## config.mk

```make
export PLATFORM = sky130hd
export DESIGN_NAME = naive_bus_arbiter
export DESIGN_NICKNAME = d
export VERILOG_FILES = /design/src/rtl/naive_bus_arbiter.sv
export SDC_FILE = /design/constraint.sdc
export NUM_CORES = 1
export LEC_CHECK = 0
export BUFFER_PORTS_ARGS = -buffer_cell sky130_fd_sc_hd__buf_2
export CORE_AREA = 2 2 158 160
export CTS_CLUSTER_DIAMETER = 150
export CTS_CLUSTER_SIZE = 8
export DETAILED_ROUTE_END_ITERATION = 8
export DIE_AREA = 0 0 160 162
export SETUP_SLACK_MARGIN = 0.05
export SYNTH_ARGS = -nofsm -noshare
export SYNTH_HDL_FRONTEND = slang
export SYNTH_SLANG_ARGS = --single-unit
```

## constraint.sdc

```tcl
create_clock -name clk -period 6 [get_ports clk]
set_clock_uncertainty 0.1 [all_clocks]
set_input_delay 1.2 -clock clk [delete_from_list [all_inputs] [get_ports clk]]
set_output_delay 1.2 -clock clk [all_outputs]
set_load 0.005 [all_outputs]
```

## src/rtl/naive_bus_arbiter.sv

```systemverilog
// naive_bus_arbiter: shares one single-ported naive_bus slave between m0 (fetch) and m1 (data/loader).
// Latency: request/grant paths are combinational; read data returns exactly 1 cycle after its grant.
// Backpressure: a withheld slave grant freezes winner state, so the same master is retried next cycle.
// Build option: define NAIVE_ARB_ROUND_ROBIN_EN for round-robin contention; default is fixed priority.
module naive_bus_arbiter #(
    parameter int HOLD_MAX = 8
) (
    input  logic        clk,
    input  logic        rst,

    // master port 0 (highest priority)
    input  logic        m0_rd_req,
    output logic        m0_rd_gnt,
    input  logic [31:0] m0_rd_addr,
    output logic [31:0] m0_rd_data,
    input  logic        m0_wr_req,
    output logic        m0_wr_gnt,
    input  logic [31:0] m0_wr_addr,
    input  logic [31:0] m0_wr_data,
    input  logic [3:0]  m0_wr_be,

    // master port 1
    input  logic        m1_rd_req,
    output logic        m1_rd_gnt,
    input  logic [31:0] m1_rd_addr,
    output logic [31:0] m1_rd_data,
    input  logic        m1_wr_req,
    output logic        m1_wr_gnt,
    input  logic [31:0] m1_wr_addr,
    input  logic [31:0] m1_wr_data,
    input  logic [3:0]  m1_wr_be,

    // downstream slave port
    output logic        s_rd_req,
    input  logic        s_rd_gnt,
    output logic [31:0] s_rd_addr,
    input  logic [31:0] s_rd_data,
    output logic        s_wr_req,
    input  logic        s_wr_gnt,
    output logic [31:0] s_wr_addr,
    output logic [31:0] s_wr_data,
    output logic [3:0]  s_wr_be
);

    // Which master the slave's next-cycle rd_data belongs to.
    typedef enum logic [1:0] {
        ROUTE_NONE = 2'd0,
        ROUTE_M0   = 2'd1,
        ROUTE_M1   = 2'd2
    } route_e;

    localparam logic [7:0] HOLD_LIMIT = 8'(HOLD_MAX);
    localparam logic [7:0] HOLD_SAT   = 8'hFF;

`ifdef NAIVE_ARB_ROUND_ROBIN_EN
    localparam logic ROUND_ROBIN = 1'b1;
`else
    localparam logic ROUND_ROBIN = 1'b0;
`endif

    // Winner-state and read-route registers.
    logic       last_q, last_d;
    logic [7:0] hold_q, hold_d;
    route_e     rd_route_q, rd_route_d;

    // Arbitration results.
    logic req0, req1, both_req, any_req;
    logic hold_hit;
    logic win;

    // Winner-side grant qualification.
    logic w_rd_gnt, w_wr_gnt, granted;

    // Pick the winner for this cycle from the requests, the hold counter and the policy.
    always_comb begin
        req0     = m0_rd_req | m0_wr_req;
        req1     = m1_rd_req | m1_wr_req;
        both_req = req0 & req1;
        // Reset suppresses every request toward the slave.
        any_req  = (req0 | req1) & ~rst;
        hold_hit = (hold_q >= HOLD_LIMIT);
        win      = 1'b0;
        if (both_req) begin
            if (hold_hit) begin
                // Hold limit overrides the policy: the master that has been waiting goes next.
                win = ~last_q;
            end else if (ROUND_ROBIN) begin
                win = ~last_q;
            end else begin
                win = 1'b0;
            end
        end else if (req1) begin
            win = 1'b1;
        end else begin
            win = 1'b0;
        end
    end

    // Forward the winner's read and write channels; drive zeros when nobody requests.
    always_comb begin
        s_rd_req  = 1'b0;
        s_rd_addr = 32'd0;
        s_wr_req  = 1'b0;
        s_wr_addr = 32'd0;
        s_wr_data = 32'd0;
        s_wr_be   = 4'd0;
        if (any_req) begin
            if (win) begin
                s_rd_req  = m1_rd_req;
                s_rd_addr = m1_rd_addr;
                s_wr_req  = m1_wr_req;
                s_wr_addr = m1_wr_addr;
                s_wr_data = m1_wr_data;
                s_wr_be   = m1_wr_be;
            end else begin
                s_rd_req  = m0_rd_req;
                s_rd_addr = m0_rd_addr;
                s_wr_req  = m0_wr_req;
                s_wr_addr = m0_wr_addr;
                s_wr_data = m0_wr_data;
                s_wr_be   = m0_wr_be;
            end
        end
    end

    // Return the slave's grants to the winner only; the loser never sees a grant.
    always_comb begin
        // s_*_req already carry the winner's request and are zero in reset.
        w_rd_gnt  = s_rd_gnt & s_rd_req;
        w_wr_gnt  = s_wr_gnt & s_wr_req;
        granted   = w_rd_gnt | w_wr_gnt;
        m0_rd_gnt = w_rd_gnt & ~win;
        m0_wr_gnt = w_wr_gnt & ~win;
        m1_rd_gnt = w_rd_gnt & win;
        m1_wr_gnt = w_wr_gnt & win;
    end

    // Next winner state and read route; an ungranted cycle leaves the winner state untouched.
    always_comb begin
        last_d     = last_q;
        hold_d     = hold_q;
        rd_route_d = ROUTE_NONE;
        if (granted) begin
            // A read and a write in the same cycle still count as a single transfer.
            if (win == last_q) begin
                hold_d = (hold_q == HOLD_SAT) ? hold_q : hold_q + 8'd1;
            end else begin
                hold_d = 8'd1;
                last_d = win;
            end
        end
        if (w_rd_gnt) begin
            rd_route_d = win ? ROUTE_M1 : ROUTE_M0;
        end
    end

    // State registers; last_q resets to m1 so m0 takes the first contention.
    always_ff @(posedge clk) begin
        if (rst) begin
            last_q     <= 1'b1;
            hold_q     <= 8'd0;
            rd_route_q <= ROUTE_NONE;
        end else begin
            last_q     <= last_d;
            hold_q     <= hold_d;
            rd_route_q <= rd_route_d;
        end
    end

    // Steer the slave's late read data to the master granted last cycle; reset drops it.
    always_comb begin
        m0_rd_data = 32'd0;
        m1_rd_data = 32'd0;
        if (!rst) begin
            if (rd_route_q == ROUTE_M0) begin
                m0_rd_data = s_rd_data;
            end else if (rd_route_q == ROUTE_M1) begin
                m1_rd_data = s_rd_data;
            end
        end
    end

endmodule

```

After elaboration in Yosys (flattened, before gate mapping) --
Index checks and enable logic that the tools add are counted.
Storage, ports and cells: input bits 240, register bits after elaboration 11
Operators by class: bitwise operators 17, $add $sub $neg 1, muxes and demuxes 23, magnitude comparators 1, equal/unequal tests 5, reductions and logical operators 3
Operators by type and width (count):
- 32-bit 2-to-1 mux | 11
- 8-bit 2-to-1 mux | 2
- 8-bit by 1-bit adder with 8-bit output, second input constant | 1
- 1-bit bitwise AND | 8
- 8-bit equality test, second input constant | 1
- 8-bit by 4-bit greater-or-equal comparator with 1-bit output, second input constant | 1
- 4-bit 2-to-1 mux | 2
- 1-bit 2-to-1 mux | 7
- 1-bit NOT | 5
- 1-bit OR | 4
- 2-bit AND reduction | 2
- 2-bit by 1-bit equality test with 1-bit output, second input constant | 1
- 2-bit equality test, second input constant | 1
- 2-bit 2-to-1 mux | 1
- 2-bit inequality test, second input constant | 1
- 2-bit OR reduction | 1
- 1-bit equality test | 1

Depth between registers and ports, before layout --
Gate-level depths: netlist of the first run.
word-level depth 8, gate-level depth with buffers 9, depth with buffers taken out 6

Least setup slack after synthesis of the first run --
OpenSTA, ideal clock, no wires.
path kind input to output, from input m0_wr_req, to output s_rd_addr[0], slack 2345 ps, path buffers 2, arrival time 2355 ps, cell stages on the path 7, cell sequence nor2_1 > nor2_1 > nor2_1 > clkbuf_1 > clkbuf_1 > nand2_1 > a21oi_1
Between the ends: word-level cells in the longest chain between the ends 5, elaborated cells on any way between the ends 7, classes of those cells mux: 3; bitwise: 4
Ends and longest elaborated chain:
- from (decl) | RTL line 16 | input logic m0_wr_req,
- 1-bit OR (*) | RTL line 76 | req0 = m0_rd_req | m0_wr_req;
- 1-bit bitwise AND | RTL line 78 | both_req = req0 & req1;
- 1-bit 2-to-1 mux | RTL line 83 | if (both_req) begin
- 32-bit 2-to-1 mux | RTL line 108 | if (win) begin
- 32-bit 2-to-1 mux (*) | RTL line 107 | if (any_req) begin
- to (decl) | RTL line 36 | output logic [31:0] s_rd_addr,
Every way passes the cells marked *; elsewhere a longest branch is shown, timed or not.

Final worst setup path of the first run --
from input m1_wr_req, to output s_wr_be[2]
Between the ends: word-level cells in the longest chain between the ends 5, elaborated cells on any way between the ends 8, classes of those cells mux: 4; bitwise: 4
Ends and longest elaborated chain:
- from (decl) | RTL line 27 | input logic m1_wr_req,
- 1-bit OR (*) | RTL line 77 | req1 = m1_rd_req | m1_wr_req;
- 1-bit 2-to-1 mux / 1-bit bitwise AND (equally long branches) | RTL line 92, 78
- 1-bit 2-to-1 mux | RTL line 83
- 4-bit 2-to-1 mux | RTL line 108
- 4-bit 2-to-1 mux (*) | RTL line 107
- to (decl) | RTL line 42 | output logic [3:0] s_wr_be
Marks and branches as above.

==> results of run 1 <==
## through the flow
| stage | instance area (um2) | hold WS [ps] | utilization |
|---|---|---|---|
| finish | 5110 | 398 | 0.212 |
| global route | 5110 | 418 | 0.212 |
| CTS | 5110 | 394 | 0.212 |
| detailed placement | 5030 | 383 | 0.209 |
| global placement | 5030 | 388 | 0.209 |
| floorplan | 2710 | 354 | - |
## worst max path at each step
stage | cells past startpoint | endpoint | from
3_5_place_dp | 6 | s_wr_be[2] | m1_wr_req
3_3_place_gp | 6 | s_wr_be[2] | m1_wr_req
6_report | 6 | s_wr_be[2] | m1_wr_req
5_1_grt | 8 | s_rd_addr[21] | m0_wr_req
4_1_cts | 6 | s_wr_be[2] | m1_wr_req
2_1_floorplan | 7 | s_rd_addr[0] | m0_wr_req
## metal layers
layer / track usage / part of all wire
met5: 0 / 0
met3: 0.0245 / 0.091
met2: 0.210 / 0.50
met4: 0.0246 / 0.019
met1: 0.124 / 0.38
## worst max-delay path: stages
cell and delay (ps):
buf_2 140, nor2_1 430, a21o_4 710, buf_4 310
a21oi_1 70, buf_2 130
## logic make-up after synthesis
group	synth area share
buffers and inverters	0.0786
AO/OA/AOI/OAI	0.254
XOR/XNOR	0.00648
AND/OR/NAND/NOR	0.559
multiplexers	0.0116
adder cells (fa/ha/maj)	0.00925
flip-flops	0.0814
## Yosys cell counts, drive strengths merged
library cell  number
a2111oi            2
a211o              1
a21o               1
a21oi            104
a311oi             2
a31oi              1
a41oi              1
and2               1
and3               4
buf               12
clkbuf            34
dfxtp             11
ha                 2
inv                4
mux2               1
mux2i              2
nand2            207
nand2b            34
nand3              2
nand3b             2
nand4              1
nor2              80
nor2b              1
nor3               5
nor4b              2
o211ai             2
o21ai              3
o21bai             3
o22ai              2
o31ai              1
or2                2
or3                1
or3b               1
or4                1
or4b               2
xnor2              1
xor2               1
## cell type report
cell class                 count  area [um2]  area share
multi-input combinational    476        2300       0.450
timing repair buffer         415        2090       0.409
tap                          324         405      0.0793
sequential                    11         220      0.0431
clock buffer                   4        78.8      0.0154
inverter                       4        15.0     0.00294
## sequential cells by signal, indices dropped and copies added (netlist names)
name	cells
hold_q	8
rd_route_q	2
last_q	1
## power breakdown
part           internal, mW  switching, mW  total [mW]
clock                0.0891         0.0315       0.121
combinational         0.136          0.151       0.287
sequential           0.0752        0.00256      0.0778
total                 0.300          0.185       0.485
==> flow_metrics.env, run 1 <==
export IMPL_cts_root_buf="clkbuf_16"
export IMPL_post_route_cells_drive_above_1_share=0.480
export IMPL_holdPathEnd="hold_q[2]"
export IMPL_mapped_cells=537
export IMPL_cts_max_path_buffers=2
export IMPL_die_width_um=160
export IMPL_worstHoldStart="hold_q[2]"
export IMPL_ys_warn_count=0
export IMPL_routed_wire_length_per_instance_um=13.0
export IMPL_regToRegSetupSlack_ps=3770
export IMPL_max_slew_worst_pin_slew_ps=1110
export IMPL_power_mw=0.485
export IMPL_instances_no_fill=1234
export IMPL_layout_commonest_cell="buf_2"
export IMPL_synth_area_leader_cell="nand2_1"
export IMPL_layout_filler_cells=2766
export IMPL_irDropWorstVdd_mv=0.0737
export IMPL_worstReg2RegEnd="hold_q[4]"
export IMPL_worst_endpoint_arrival_ps=3060
export IMPL_layout_cells_most_common_list="buf_2 (409), nand2_1 (207), a21oi_1 (104)"
export IMPL_worst_hold_path_type="flip-flop to flip-flop"
export IMPL_remaining_drc_errors=0
export IMPL_outcome="completed"
export IMPL_period_minus_slack_ps=4360
export IMPL_maxCapViolations=0
export IMPL_timing_hold_violations_final=0
export IMPL_post_route_period_util=0.726
export IMPL_powerDensity_nw_per_um2=94.9
export IMPL_clock_fmax_mhz=230
export IMPL_critical_path_required_ps=4700
export IMPL_dpl_hpwl_mm=13.3
export IMPL_antenna_cells=0
export IMPL_drt_iter0_drc=231
export IMPL_synth_sequential_area_ratio=0.0814
export IMPL_worstSkewPairLatency_ps=240
export IMPL_power_leakage_nw=2.92
export IMPL_slew_headroom=0.257
export IMPL_finish_net_count=1153
export IMPL_row_count=57
export IMPL_gp_congestion=0.905
export IMPL_count_of_cells_along_the_worst_register_to_register_path=6
export IMPL_routed_via_count=4940
export IMPL_grt_pass1_vias=4498
export IMPL_synth_top_cells_by_area="nand2_1 (29%), a21oi_1 (19%), nor2_1 (11%)"
export IMPL_critical_path_max_fanout=77
export IMPL_area_growth_syn_to_layout_pct=89.0
export IMPL_yosys_register_bits=11
export IMPL_cts_num_sinks=11
export IMPL_post_cts_setup_buffers=0
export IMPL_cts_hold_fix_buffers=0
export IMPL_gr_usage_all_layers=0.110
export IMPL_io_buffer_count=409
export IMPL_fp_dieArea_um2=25900
export IMPL_synthesis_area_um2=2710
export IMPL_post_synth_top_area_fraction=0.287
export IMPL_ctsResizeCount=0
export IMPL_cts_h_tree_depth=1
export IMPL_placed_cells_incl_taps=1230
export IMPL_whs_path_depth=1
export IMPL_final_antenna_net_count=0
export IMPL_floorplan_io_pins=410
export IMPL_clk_pin_slew_ps=40
export IMPL_post_synth_cell_area_avg_um2=5.04
export IMPL_initial_utilization=0.112
export IMPL_timing_critical_path_to_type="output port"
export IMPL_dpl_worst_slack_ps=1620
export IMPL_via_per_inst=4.00
export IMPL_grt_start_max_net_pins=78
export IMPL_dieHeight_um=162
export IMPL_coreArea_um2=24100
export IMPL_path_class="input pin to output port"
export IMPL_net_count_after_synthesis=779
export IMPL_drt_pass1_iter_count=4
export IMPL_final_critical_path_setup_slack_ps=1640
export IMPL_cts_tree="built"
export IMPL_grt_pass1_wl_mm=23.3
export IMPL_route_final_wire_length_mm=16.0
export IMPL_number_of_distinct_standard_cells_referenced_by_the_synthesized_netlist=45
export IMPL_antenna_found_initial=0
export IMPL_timing_final_setup_violations=0
export IMPL_grt_setup_unrepaired="no"
export IMPL_finalMaxSlewViolations=0
export IMPL_global_route_overflow_total=0
export IMPL_final_setup_tns_ps=0
export IMPL_worstSetupStartpointType="input pin"
export IMPL_number_of_buffers_added_by_the_clock_tree_synthesis_step=3
export IMPL_crit_reg2reg_launch="hold_q[4]"
Note: power is estimated with default switching activity, not from simulation.
==> run 2, diff against run 1 <==
Settings changed: ABC_AREA set to 1, CORE_AREA 2 2 158 160 to 2 2 159 161, DIE_AREA 0 0 160 162 to 0 0 161 163.
Clock period 6 ns to 4.53 ns, I/O delays scaled along.
==> flow_metrics.env, run 2 <==
export IMPL_dieHeight_um=163
export IMPL_via_per_inst=3.92
export IMPL_synth_sequential_area_ratio=0.0825
export IMPL_pwr_share_seq=0.153
export IMPL_power_combinational_fraction=0.595
export IMPL_worstSkewPairLatency_ps=250
export IMPL_final_antenna_net_count=0
export IMPL_clock_fmax_mhz=272
export IMPL_irDropWorstVdd_mv=0.103
export IMPL_die_width_um=161
export IMPL_remaining_drc_errors=0
export IMPL_synthesis_area_um2=2670
export IMPL_floorplan_io_pins=410
export IMPL_final_setup_tns_ps=0
export IMPL_critical_path_startpoint="m1_wr_req"
export IMPL_fp_dieArea_um2=26200
export IMPL_ctsResizeCount=0
export IMPL_worst_hold_path_type="flip-flop to flip-flop"
export IMPL_area_growth_syn_to_layout_pct=91.1
export IMPL_row_count=58
export IMPL_initial_utilization=0.108
export IMPL_max_slew_worst_pin_slew_ps=1070
export IMPL_largest_reg_flops=8
export IMPL_maxCapViolations=0
export IMPL_routed_wire_length_per_instance_um=13.7
export IMPL_post_synth_cell_area_avg_um2=4.83
export IMPL_yosys_register_bits=11
export IMPL_finish_net_count=1168
export IMPL_gp_congestion=0.919
export IMPL_worst_setup_path_endpoint="s_wr_addr[9]"
export IMPL_outcome="completed"
export IMPL_synth_top_cells_by_area="nor2_1 (31%), o21ai_0 (19%), nor3_1 (12%)"
export IMPL_powerDensity_nw_per_um2=132
export IMPL_cell_internal_pwr_mw=0.399
export IMPL_async_flop_share=0
export IMPL_grt_pass1_wl_mm=24.7
export IMPL_antenna_found_initial=5
export IMPL_dpl_worst_slack_ps=747
export IMPL_post_synth_top_area_fraction=0.309
export IMPL_period_minus_slack_ps=3680
export IMPL_final_critical_path_setup_slack_ps=855
export IMPL_layout_commonest_cell="buf_2"
export IMPL_number_of_distinct_standard_cells_referenced_by_the_synthesized_netlist=26
export IMPL_instances_no_fill=1257
export IMPL_count_of_cells_along_the_worst_register_to_register_path=12
export IMPL_number_of_enable_type_register_cells_in_the_synthesized_netlist=0
export IMPL_drt_pass1_iter_count=5
export IMPL_path_class="input pin to output port"
export IMPL_cts_max_path_buffers=2
export IMPL_post_cts_setup_buffers=0
export IMPL_route_final_wire_length_mm=17.3
export IMPL_drt_iter0_drc=253
export IMPL_slew_headroom=0.287
export IMPL_cts_tree="built"
export IMPL_cts_root_buf="clkbuf_16"
export IMPL_power_switching_mw=0.272
export IMPL_synth_area_leader_cell="nor2_1"
export IMPL_power_leakage_nw=2.91
export IMPL_coreArea_um2=24700
export IMPL_worstReg2RegEnd="hold_q[0]"
export IMPL_mapped_cells=553
export IMPL_max_flop_register="hold_q"
export IMPL_global_route_overflow_total=0
export IMPL_timing_final_setup_violations=0
export IMPL_cts_num_sinks=11
export IMPL_grt_setup_unrepaired="no"
export IMPL_timing_critical_path_to_type="output port"
export IMPL_synth_cells_most_frequent="nor2_1 (220), o21ai_0 (101), nor3_1 (64), inv_1 (42), clkbuf_1 (32)"
export IMPL_gr_usage_all_layers=0.119
export IMPL_power_frac_clock=0.252
export IMPL_crit_reg2reg_launch="hold_q[3]"
export IMPL_number_of_buffers_added_by_the_clock_tree_synthesis_step=3
export IMPL_synth_top_flop_cell="dfxtp_1"
export IMPL_synth_most_common_cell="nor2_1"
export IMPL_regToRegSetupSlack_ps=2400
export IMPL_net_count_after_synthesis=795
export IMPL_cts_h_tree_depth=1
export IMPL_timing_hold_violations_final=0
export IMPL_grt_start_max_net_pins=83
export IMPL_cts_hold_fix_buffers=0
export IMPL_routed_via_count=4929
export IMPL_worst_endpoint_arrival_ps=2670
export IMPL_io_buffer_count=409
export IMPL_layout_cells_most_common_list="buf_2 (409), nor2_1 (220), o21ai_0 (101)"
export IMPL_placed_cells_incl_taps=1251
export IMPL_worstSetupStartpointType="input pin"
export IMPL_post_route_period_util=0.811
export IMPL_clk_pin_slew_ps=50
export IMPL_grt_pass1_vias=4341
export IMPL_critical_path_max_fanout=53
export IMPL_largest_registers="hold_q (8), rd_route_q (2), last_q (1)"
export IMPL_post_route_cells_drive_above_1_share=0.474
export IMPL_dpl_hpwl_mm=14.4
export IMPL_whs_path_depth=2
export IMPL_finalMaxSlewViolations=0
export IMPL_critical_path_required_ps=3520
export IMPL_ys_warn_count=0
export IMPL_power_switching_share=0.405
run 2: cell types whose count changed in the layout (fill, tap and decap cells not counted), moves of 4 or more:
cell / before / now
nand2_1: 207 / 19
a21oi_1: 104 / 9
nor3_1: 4 / 64
nand3_1: 2 / 11
nor2_1: 78 / 220
inv_1: 4 / 42
nand2_4: 0 / 4
o21ai_0: 0 / 101
nand2b_1: 34 / 0
nand2_2: 0 / 5
xor2_1: 1 / 5
run 2: worst min-delay path by stage:
| stage | from | to | slack, ps |
|---|---|---|---|
| finish | hold_q[7] | hold_q[7] | 380 |
| CTS | hold_q[7] | hold_q[7] | 380 |
| global route | hold_q[5] | hold_q[5] | 430 |
| global placement | hold_q[6] | hold_q[6] | 370 |
| floorplan | hold_q[6] | hold_q[6] | 350 |
| detailed placement | hold_q[7] | hold_q[7] | 370 |
run 2: layout make-up:
type | count | area [um2]
fillers | 2916 | 19600
repair buffers | 417 | 2140
multi-input cells | 449 | 2070
well taps | 330 | 413
flip-flops and latches | 11 | 220
inverters | 44 | 166
clock buffers | 4 | 78.8
diodes | 2 | 5.00
run 2: cell families (layout without fill, tap and decap cells):
group | count (synthesis) | in the layout | share of synthesized area
other | 0 | 2 | 0
xor gates and xnor gates | 7 | 7 | 0.0258
buffers and inverters | 93 | 465 | 0.141
AOI/OAI and AO/OA | 112 | 112 | 0.215
DFF | 11 | 11 | 0.0825
and+or+nand+nor | 328 | 328 | 0.526
adders and majority gates | 2 | 2 | 0.00937
run 2: worst max-delay path, cell delays in order:
cell and delay [ps]:
buf_2 100, nor2_1 250, inv_2 80, nand2_4 370
buf_4 470, o21ai_0 130, nor2_1 160, buf_2 150
run 2: power by group through the flow:
stage / combinational [mW] / clock [mW] / sequential (mW)
after global placement: 0.400 / 0 / 0.104
after floorplan: 0.178 / 0 / 0.104
final: 0.400 / 0.169 / 0.103
after global routing: 0.446 / 0.174 / 0.103
after detailed placement: 0.402 / 0 / 0.104
after CTS: 0.405 / 0.172 / 0.103
run 2: layer usage:
metal | track usage | part of all wire | vias up
li1 | - | - | 2512
met1 | 0.152 | 0.41 | 2144
met2 | 0.212 | 0.50 | 261
met3 | 0.0242 | 0.089 | 10
met4 | 0.0183 | 0.0059 | 2
met5 | 0 | 0.00075 | -
run 2: per-stage QoR:
step                      total power, mW  hold slack [ps]  cell area (um2)   util
after floorplan                     0.282              352             2670      -
after global placement              0.505              368             5020  0.203
after detailed placement            0.507              370             5020  0.203
after CTS                           0.680              378             5100  0.207
after global routing                0.723              429             5100  0.207
final                               0.671              377             5100  0.207
==> run 3, diff against run 2 <==
Clock period 4.53 ns to 3.7 ns, I/O delays scaled along.
==> flow_metrics.env, run 3 (synthesis results as in run 2) <==
export IMPL_final_setup_tns_ps=0
export IMPL_outcome="completed"
export IMPL_dpl_hpwl_mm=13.2
export IMPL_timing_hold_violations_final=0
export IMPL_largest_reg_flops=8
export IMPL_dpl_worst_slack_ps=363
export IMPL_row_count=58
export IMPL_final_antenna_net_count=0
export IMPL_cts_tree="built"
export IMPL_post_cts_setup_buffers=0
export IMPL_grt_start_max_net_pins=74
export IMPL_post_route_cells_drive_above_1_share=0.475
export IMPL_route_final_wire_length_mm=16.1
export IMPL_timing_critical_path_to_type="output port"
export IMPL_antenna_found_initial=1
export IMPL_drt_iter0_drc=228
export IMPL_instances_no_fill=1257
export IMPL_remaining_drc_errors=0
export IMPL_dieHeight_um=163
export IMPL_initial_utilization=0.108
export IMPL_largest_registers="hold_q (8), rd_route_q (2), last_q (1)"
export IMPL_number_of_buffers_added_by_the_clock_tree_synthesis_step=3
export IMPL_critical_path_required_ps=2860
export IMPL_via_per_inst=3.90
export IMPL_timing_final_setup_violations=0
export IMPL_path_cells="buf_2 -> nor2_1 -> inv_1 -> nand2_2 -> nand2_4 -> clkinv_2 -> buf_4 -> nor2_1 -> nor2_1 -> buf_2"
export IMPL_cts_max_path_buffers=2
export IMPL_finalHoldWorstSlack_ps=374
export IMPL_gr_usage_all_layers=0.110
export IMPL_layout_cells_most_common_list="buf_2 (409), nor2_1 (220), o21ai_0 (101)"
export IMPL_crit_top_cell="nor2_1"
export IMPL_grt_pass1_vias=4223
export IMPL_antenna_cells=0
export IMPL_powerDensity_nw_per_um2=159
export IMPL_floorplan_io_pins=410
export IMPL_clock_fmax_mhz=310
export IMPL_finalMaxSlewViolations=0
export IMPL_path_class="input pin to output port"
export IMPL_max_slew_worst_pin_slew_ps=1160
export IMPL_period_minus_slack_ps=3220
export IMPL_coreArea_um2=24700
export IMPL_cp_slowest_stage_delay_ps=350
export IMPL_io_buffer_count=409
export IMPL_die_width_um=161
export IMPL_cts_num_sinks=11
export IMPL_grt_setup_unrepaired="no"
export IMPL_fp_dieArea_um2=26200
export IMPL_routed_wire_length_per_instance_um=12.8
export IMPL_global_route_overflow_total=0
export IMPL_final_area_um2=5110
export IMPL_slowest_stage="buf_4"
export IMPL_final_critical_path_setup_slack_ps=476
export IMPL_critical_path_max_fanout=34
export IMPL_slew_headroom=0.225
export IMPL_grt_pass1_wl_mm=23.1
export IMPL_drt_pass1_iter_count=5
export IMPL_cts_hold_fix_buffers=0
export IMPL_max_flop_register="hold_q"
export IMPL_worst_hold_path_type="flip-flop to flip-flop"
export IMPL_area_growth_syn_to_layout_pct=91.5
export IMPL_area_after_dpl_um2=5030
export IMPL_layout_commonest_cell="buf_2"
export IMPL_maxCapViolations=0
export IMPL_placed_cells_incl_taps=1253
export IMPL_post_route_util=0.207
export IMPL_worstSkewPairLatency_ps=240
export IMPL_post_route_period_util=0.871
export IMPL_worst_endpoint_arrival_ps=2380
export IMPL_cts_h_tree_depth=1
export IMPL_power_mw=0.814
export IMPL_ctsResizeCount=0
export IMPL_cts_root_buf="clkbuf_16"
export IMPL_finish_net_count=1170
export IMPL_gp_congestion=0.879
export IMPL_worstSetupStartpointType="input pin"
export IMPL_irDropWorstVdd_mv=0.194
export IMPL_clk_pin_slew_ps=40
export IMPL_routed_via_count=4905
export IMPL_power_leakage_nw=2.92
-- run 3: layout make-up --
| type | instances | area, um2 |
|---|---|---|
| fill | 2883 | 19600 |
| timing repair buffer | 419 | 2160 |
| inverter | 44 | 166 |
| clock buffer | 4 | 78.8 |
| sequential | 11 | 220 |
| tap | 330 | 413 |
| multi-input combinational | 449 | 2070 |
-- run 3: where the power goes --
group / internal [mW] / switching, mW
combinational: 0.222 / 0.265
clock: 0.145 / 0.0563
sequential: 0.123 / 0.00311
-- run 3: worst paths after layout --
check | from | to | slack, ps | depth (start not counted)
worst max-delay path | m0_wr_req | s_rd_addr[5] | 480 | 10
worst min-delay path | hold_q[6] | hold_q[6] | 370 | 2
worst min register to register | hold_q[6] | hold_q[6] | 370 | 2
worst max register to register | hold_q[3] | hold_q[0] | 1390 | 13
-- run 3: worst max-delay path: cells and delay by family --
kind	cells	cell delay, ps
and+or+nand+nor	5	780
buffers and inverters	5	820
-- run 3: layer usage --
metal | vias to the layer above | wire length, um | part of all wire | GRT usage
met5 | - | 13 | 0.00081 | 0
met4 | 2 | 270 | 0.017 | 0.0223
met3 | 12 | 1300 | 0.081 | 0.0267
met2 | 233 | 7670 | 0.48 | 0.187
met1 | 2138 | 6840 | 0.43 | 0.143
li1 | 2520 | - | - | -
